File: src/rtl/apb_cmd_master.sv
// APB2/APB3 initiator: converts a valid/ready command stream into single APB
// transfers and returns each result on a valid/ready response channel.
module apb_cmd_master #(
   parameter int unsigned ADDR_W  = 32,
   parameter int unsigned DATA_W  = 32,
   parameter int unsigned TIMEOUT = 16,
   parameter int unsigned CNT_W   = 8
) (
   input  logic              clk,
   input  logic              rstn,
   input  logic              cmd_valid,
   output logic              cmd_ready,
   input  logic              cmd_write,
   input  logic [ADDR_W-1:0] cmd_addr,
   input  logic [DATA_W-1:0] cmd_wdata,
   output logic              rsp_valid,
   input  logic              rsp_ready,
   output logic [DATA_W-1:0] rsp_rdata,
   output logic              rsp_err,
   output logic              rsp_timeout,
   output logic              psel,
   output logic              penable,
   output logic [ADDR_W-1:0] paddr,
   output logic              pwrite,
   output logic [DATA_W-1:0] pwdata,
   input  logic [DATA_W-1:0] prdata,
   input  logic              pready,
   input  logic              pslverr
);

   typedef enum logic [1:0] {IDLE, SETUP, ACCESS, RESP} state_t;

   localparam bit               TIMEOUT_EN = (TIMEOUT != 0);
   localparam logic [CNT_W-1:0] CNT_LAST   = CNT_W'(TIMEOUT - 1);

   state_t           state;
   logic [CNT_W-1:0] wait_cnt;
   logic             timeout_hit;

   assign cmd_ready   = rstn && (state == IDLE);
   assign timeout_hit = TIMEOUT_EN && (wait_cnt == CNT_LAST);

   always_ff @(posedge clk) begin
      if (!rstn) begin
         state       <= IDLE;
         wait_cnt    <= '0;
         psel        <= 1'b0;
         penable     <= 1'b0;
         paddr       <= '0;
         pwrite      <= 1'b0;
         pwdata      <= '0;
         rsp_valid   <= 1'b0;
         rsp_rdata   <= '0;
         rsp_err     <= 1'b0;
         rsp_timeout <= 1'b0;
      end else begin
         case (state)
            IDLE: begin
               if (cmd_valid && cmd_ready) begin
                  paddr   <= cmd_addr;
                  pwrite  <= cmd_write;
                  pwdata  <= cmd_write ? cmd_wdata : '0;
                  psel    <= 1'b1;
                  penable <= 1'b0;
                  state   <= SETUP;
               end
            end
            SETUP: begin
               penable  <= 1'b1;
               wait_cnt <= '0;
               state    <= ACCESS;
            end
            ACCESS: begin
               // pready takes priority over a timeout landing in the same cycle
               if (pready) begin
                  psel        <= 1'b0;
                  penable     <= 1'b0;
                  rsp_rdata   <= pwrite ? '0 : prdata;
                  rsp_err     <= pslverr;
                  rsp_timeout <= 1'b0;
                  rsp_valid   <= 1'b1;
                  state       <= RESP;
               end else if (timeout_hit) begin
                  psel        <= 1'b0;
                  penable     <= 1'b0;
                  rsp_rdata   <= '0;
                  rsp_err     <= 1'b1;
                  rsp_timeout <= 1'b1;
                  rsp_valid   <= 1'b1;
                  state       <= RESP;
               end else if (wait_cnt != '1) begin
                  wait_cnt <= wait_cnt + 1'b1;
               end
            end
            RESP: begin
               if (rsp_ready) begin
                  rsp_valid <= 1'b0;
                  state     <= IDLE;
               end
            end
            default: state <= IDLE;
         endcase
      end
   end

endmodule
File: config.mk
export PLATFORM = sky130hd
export DESIGN_NAME = apb_cmd_master
export DESIGN_NICKNAME = d
export VERILOG_FILES = /design/src/rtl/apb_cmd_master.sv
export SDC_FILE = /design/constraint.sdc
export NUM_CORES = 1
export LEC_CHECK = 0
export ABC_AREA = 1
export CAP_MARGIN = 20
export CORE_MARGIN = 5
export CORE_UTILIZATION = 41
export DETAILED_ROUTE_END_ITERATION = 6
export PLACE_DENSITY = 0.81
export SYNTH_ARGS = -nofsm -noshare
export SYNTH_HDL_FRONTEND = slang
export SYNTH_SLANG_ARGS = --single-unit
File: constraint.sdc
create_clock -name clk -period 1.76 [get_ports clk]
set_clock_uncertainty 0.05 [all_clocks]
set_input_delay 0.352 -clock clk [delete_from_list [all_inputs] [get_ports clk]]
set_output_delay 0.352 -clock clk [all_outputs]
set_load 0.01 [all_outputs]
### After elaboration in Yosys (flattened, before gate mapping)

Cells that the tools add are included.

| cells by class | value |
|---|---|
| add/subtract/negate cells | 1 |
| eq/ne operators | 11 |
| mux-type cells | 25 |
| reductions and logical operators | 15 |

Operators with widths:

| cell | number |
|---|---|
| $mux W32 | 4 |
| $mux W8 | 3 |
| $pmux W8 S2 | 1 |
| $reduce_and A3 Y1 | 4 |
| $mux W1 | 9 |
| $add A8 B1 Y8 const B | 1 |
| $eq A8 B4 Y1 const B | 1 |
| $mux W2 | 4 |
| $ne A2 B2 Y1 const B | 4 |
| $ne A8 B8 Y1 const B | 1 |
| $pmux W2 S4 | 1 |
| $reduce_bool A2 Y1 | 4 |
| $eq A2 B2 Y1 const B | 2 |
| $pmux W1 S2 | 2 |
| $reduce_and A2 Y1 | 2 |
| $reduce_and A4 Y1 | 1 |
| $ne A3 B3 Y1 const B | 1 |
| $pmux W1 S3 | 1 |
| $reduce_bool A3 Y1 | 1 |
| $eq A2 B1 Y1 const B | 1 |
| $logic_and A1 B1 Y1 | 2 |
| $logic_not A2 Y1 | 1 |
| $ne A2 B1 Y1 const B | 1 |

| storage, ports and cells | value |
|---|---|
| register bits | 112 |
| input port bits | 103 |
| output and inout port bits | 103 |
| word-level logic and storage cells | 63 |

### Longest topological paths before layout

| logic depth | value |
|---|---|
| depth after elaboration | 5 |
| depth in mapped cells | 11 |
| mapped depth without buffers | 10 |

### Least setup slack after synthesis

Ideal clock, no wire load.

| timing | value |
|---|---|
| path type | register -> register |
| from | reg state[0] |
| to | reg pwdata[13] |
| setup time | 0.070 ns |
| arrival time | 1.372 ns |
| required time | 1.640 ns |
| setup slack | 0.267 ns |
| cell stages (with the launch flop) | 10 |
| path buffers | 2 |
| clock period less this slack | 1.493 ns |
| cell sequence | dfxtp_1 > inv_1 > ha_1 > nand2_1 > inv_2 > nand2_1 > buf_2 > buf_2 > nand2_1 > a21oi_1 |

| between the ends | value |
|---|---|
| word-level cells in the longest chain between the ends | 4 |

Ends and longest elaborated chain:

| what | RTL line | RTL |
|---|---|---|
| start: declaration | 36 | `state_t state;` |
| start signal: assignment | 45 | `state <= IDLE;` |
| start signal: assignment | 65 | `state <= SETUP;` |
| start signal: assignment | 71 | `state <= ACCESS;` |
| $logic_not A2 Y1 | 40 | `assign cmd_ready = rstn && (state == IDLE);` |
| $logic_and A1 B1 Y1 | 40 |  |
| named net cmd_ready | 12 | `output logic cmd_ready,` |
| $logic_and A1 B1 Y1 | 59 | `if (cmd_valid && cmd_ready) begin` |
| $reduce_and A2 Y1 (no source line) | n/a |  |
| end signal: assignment | 62 | `pwdata <= cmd_write ? cmd_wdata : '0;` |
| end: declaration | 25 | `output logic [DATA_W-1:0] pwdata,` |

The timed path passes the listed nets, and every way through them passes these cells.
A chain may end at the register's enable or synchronous reset.

### Worst setup path in the final report

| timing | value |
|---|---|
| from | reg pwrite |
| to | out pwrite |

RTL lines:

| what | RTL line | RTL |
|---|---|---|
| start: declaration | 24 | `output logic pwrite,` |
| start signal: assignment | 61 | `pwrite <= cmd_write;` |

No word-level cell between the ends.

==> impl_metrics.csv <==
group,metric,value,unit
logic_synthesis,syn_area,4250,um^2
critical_path,cpPeakStageDelay,0.58,ns
critical_path,crit_family,"buffers and inverters",
floorplan,initial_core_util,41.6,%
timing,fin_crit,1.71,ns
run,cap_violations,0,
status,outcome,"complete, no violations",
timing,finalSetupViolations,0,
critical_path,crit_slowest_cell,"clkdlybuf4s50_1",
critical_path,cp_cell_sequence,"clkdlybuf4s50_1",
placement,dpl.cell_count,883,
critical_path,start_kind,"flip-flop",
pwr,p_seq_share,46.1,%
timing,finalHoldViolations,0,
timing,fmax,586,MHz
critical_path,endpoint_kind,"output port",
pwr,ir_drop,0.657,mV
pwr,power_density,985,nW/um^2
pwr,combinationalPowerShare,31.9,%
detailed_routing,ant_nets,0,
logic_synthesis,synth_top_area_cell,"dfxtp_1",
global_routing,antenna_found_initial,0,
pwr,internal_power,0.00456,W
layout,fin_cells,900,
logic_synthesis,ys_ff_latch,112,
layout,area.growth.synth_to_final,58.4,%
logic_synthesis,ys_types,28,
clock_tree,root_buffer,"clkbuf_8",
critical_path,critPathKind,"flip-flop to output port",
logic_synthesis,ys_warn_count,0,
clock_tree,cts_hold_buffers,0,
layout,drive_gt1_share,7.08,%
clock_tree,clk_pin_slew,0.09,ns
placement,gp_congestion,0.885,
layout,multi_input_area,1780,um^2
pwr,p_switching,0.00208,W
floorplan,rows,37,
global_routing,grt_overflow,0,
logic_synthesis,synth_area_per_cell,7.65,um^2
clock_tree,clock-sinks,112,
timing,worstMarginPinSlew,0.429,ns
worst_hold_path,hp-class,"flip-flop to flip-flop",
critical_path,arrival,1.31,ns
layout,final_area,6740,um^2
clock_tree,cts_resized,6,
pwr,clkPwrFrac,22.0,%
timing,relSlewSlack,71.4,%
floorplan,core-area,10200,um^2
global_routing,grt.total_usage,20.2,%
timing,fin_crit_sh,97.0,%
logic_synthesis,syn-num-nets,665,
floorplan,die_height,112,um
clock_tree,cts_setup_buffers,0,
clock_tree,cts_tree,"done",
pwr,p_sw_share,31.3,%
pwr,leakagePower,2.65,nW
placement,dpl_cell_area,6530,um^2
detailed_routing,via_per_inst,4.82,
floorplan,dieArea,12500,um^2
placement,io_buffer_count,205,
placement,hpwl,9900,um
floorplan,die-width,112,um
layout,final_nets,867,
critical_path,crit_fanout,3,
detailed_routing,vias,4336,
clock_tree,htreeDepth,3,
critical_path,worst_ep_required_time,1.36,ns
global_routing,grt_start_max_net_pins,40,
global_routing,grt_first_pass_wirelength,20800,um
logic_synthesis,yosys-top-cells-area,"dfxtp_1 (53%), nand2_1 (21%), a21oi_1 (8.9%)",
logic_synthesis,netlist_instances,556,
detailed_routing,drt_iter0_markers,261,
layout,final_common_cell,"nand2_1",
floorplan,io-pin-count,206,
detailed_routing,drc,0,
detailed_routing,wire_per_inst,14.5,um
clock_tree,numCtsBuffers,9,
global_routing,grt_pass1_vias,4345,
timing,slew_violations,0,
logic_synthesis,yosysTopAreaCellShare,52.7,%
critical_path,critPathBufInv,1,
layout,fill_cells,842,
clock_tree,clockBufferDepth,2,
layout,ff_latch_area,2240,um^2
layout,final_cell_mix,"nand2_1 (232), clkdlybuf4s50_1 (200), dfxtp_1 (110)",
clock_tree,clk_latency,0.36,ns
detailed_routing,drt-total-wl,13000,um
detailed_routing,firstDrtPassIters,6,
logic_synthesis,ys_seq_area_share,52.7,%
path summary, 6_finish.rpt:
| kind | startpoint | to | slack [ns] | cells after the start |
|---|---|---|---|---|
| worst max register to register | wait_cnt[0] | rsp_rdata[26] | 0.13 | 9 |
| worst min register to register | rsp_rdata[11] | rsp_rdata[11] | 0.41 | 2 |
| worst min-delay path | rsp_rdata[11] | rsp_rdata[11] | 0.41 | 2 |
| worst max-delay path | pwrite | pwrite | 0.05 | 1 |
sequential cells by signal, summed over array words and instances (netlist names):
name,count
paddr,32
penable,1
psel,1
pwdata,32
pwrite,1
rsp_err,1
rsp_rdata,32
rsp_timeout,1
rsp_valid,1
state,2
wait_cnt,8
cell families (layout without fill, tap and decap cells):
group	Yosys count	count (layout)	synth area share, %
simple gates	306	306	30.0
flops	112	112	52.7
compound gates	80	80	9.65
buf+inv	50	257	5.47
fa+ha+maj	6	6	1.77
xor+xnor	2	2	0.412
other cells	0	1	0
layout make-up:
cell class,instances,area share (%)
inverters,19,1.06
diodes,1,0.0371
flip-flops and latches,112,33.3
multi-input cells,394,26.5
clock buffers,11,2.25
well taps,136,2.53
repair buffers,222,33.7
clock inverters,5,0.613
power groups by stage:
stage,Clock [W],Combinational (W),Sequential [W]
after global placement,0,0.00209,0.00309
after floorplan,0,0.000824,0.00323
after detailed placement,0,0.00214,0.00311
final,0.00146,0.00212,0.00306
after global routing,0.00160,0.00232,0.00310
after CTS,0.00151,0.00214,0.00306
per-layer routing:
metal | track usage [%] | vias to the layer above | part of all wire (%)
met5 | 0 | - | 0
met4 | 6.16 | 0 | 1.7
met3 | 9.24 | 19 | 11
met2 | 35.5 | 182 | 49
met1 | 21.7 | 1949 | 39
li1 | - | 2186 | -
per-stage QoR:
| step | hold slack [ns] | setup TNS, ns | util (%) | worst slack [ns] | total power (W) |
|---|---|---|---|---|---|
| finish | 0.414 | 0 | 65.8 | 0.0521 | 0.00664 |
| global route | 0.429 | -0.00348 | 65.8 | -0.00348 | 0.00702 |
| CTS | 0.418 | 0 | 65.7 | 0.0282 | 0.00672 |
| detailed placement | 0.401 | -6.99 | 63.8 | -0.239 | 0.00525 |
| global placement | 0.396 | -3.01 | 63.8 | -0.210 | 0.00518 |
| floorplan | 0.413 | 0 | - | 0.267 | 0.00406 |
Yosys cell counts, drive strengths merged:
master	number
a21oi	76
buf	19
clkbuf	12
clkinv	1
dfxtp	112
ha	6
inv	18
nand2	236
nand3	46
nand4	3
nor2	19
nor3b	1
o211a	1
o211ai	1
o21ai	1
o21bai	1
or2	1
xnor2	1
xor2	1
Power figures use the tool's default switching activity.
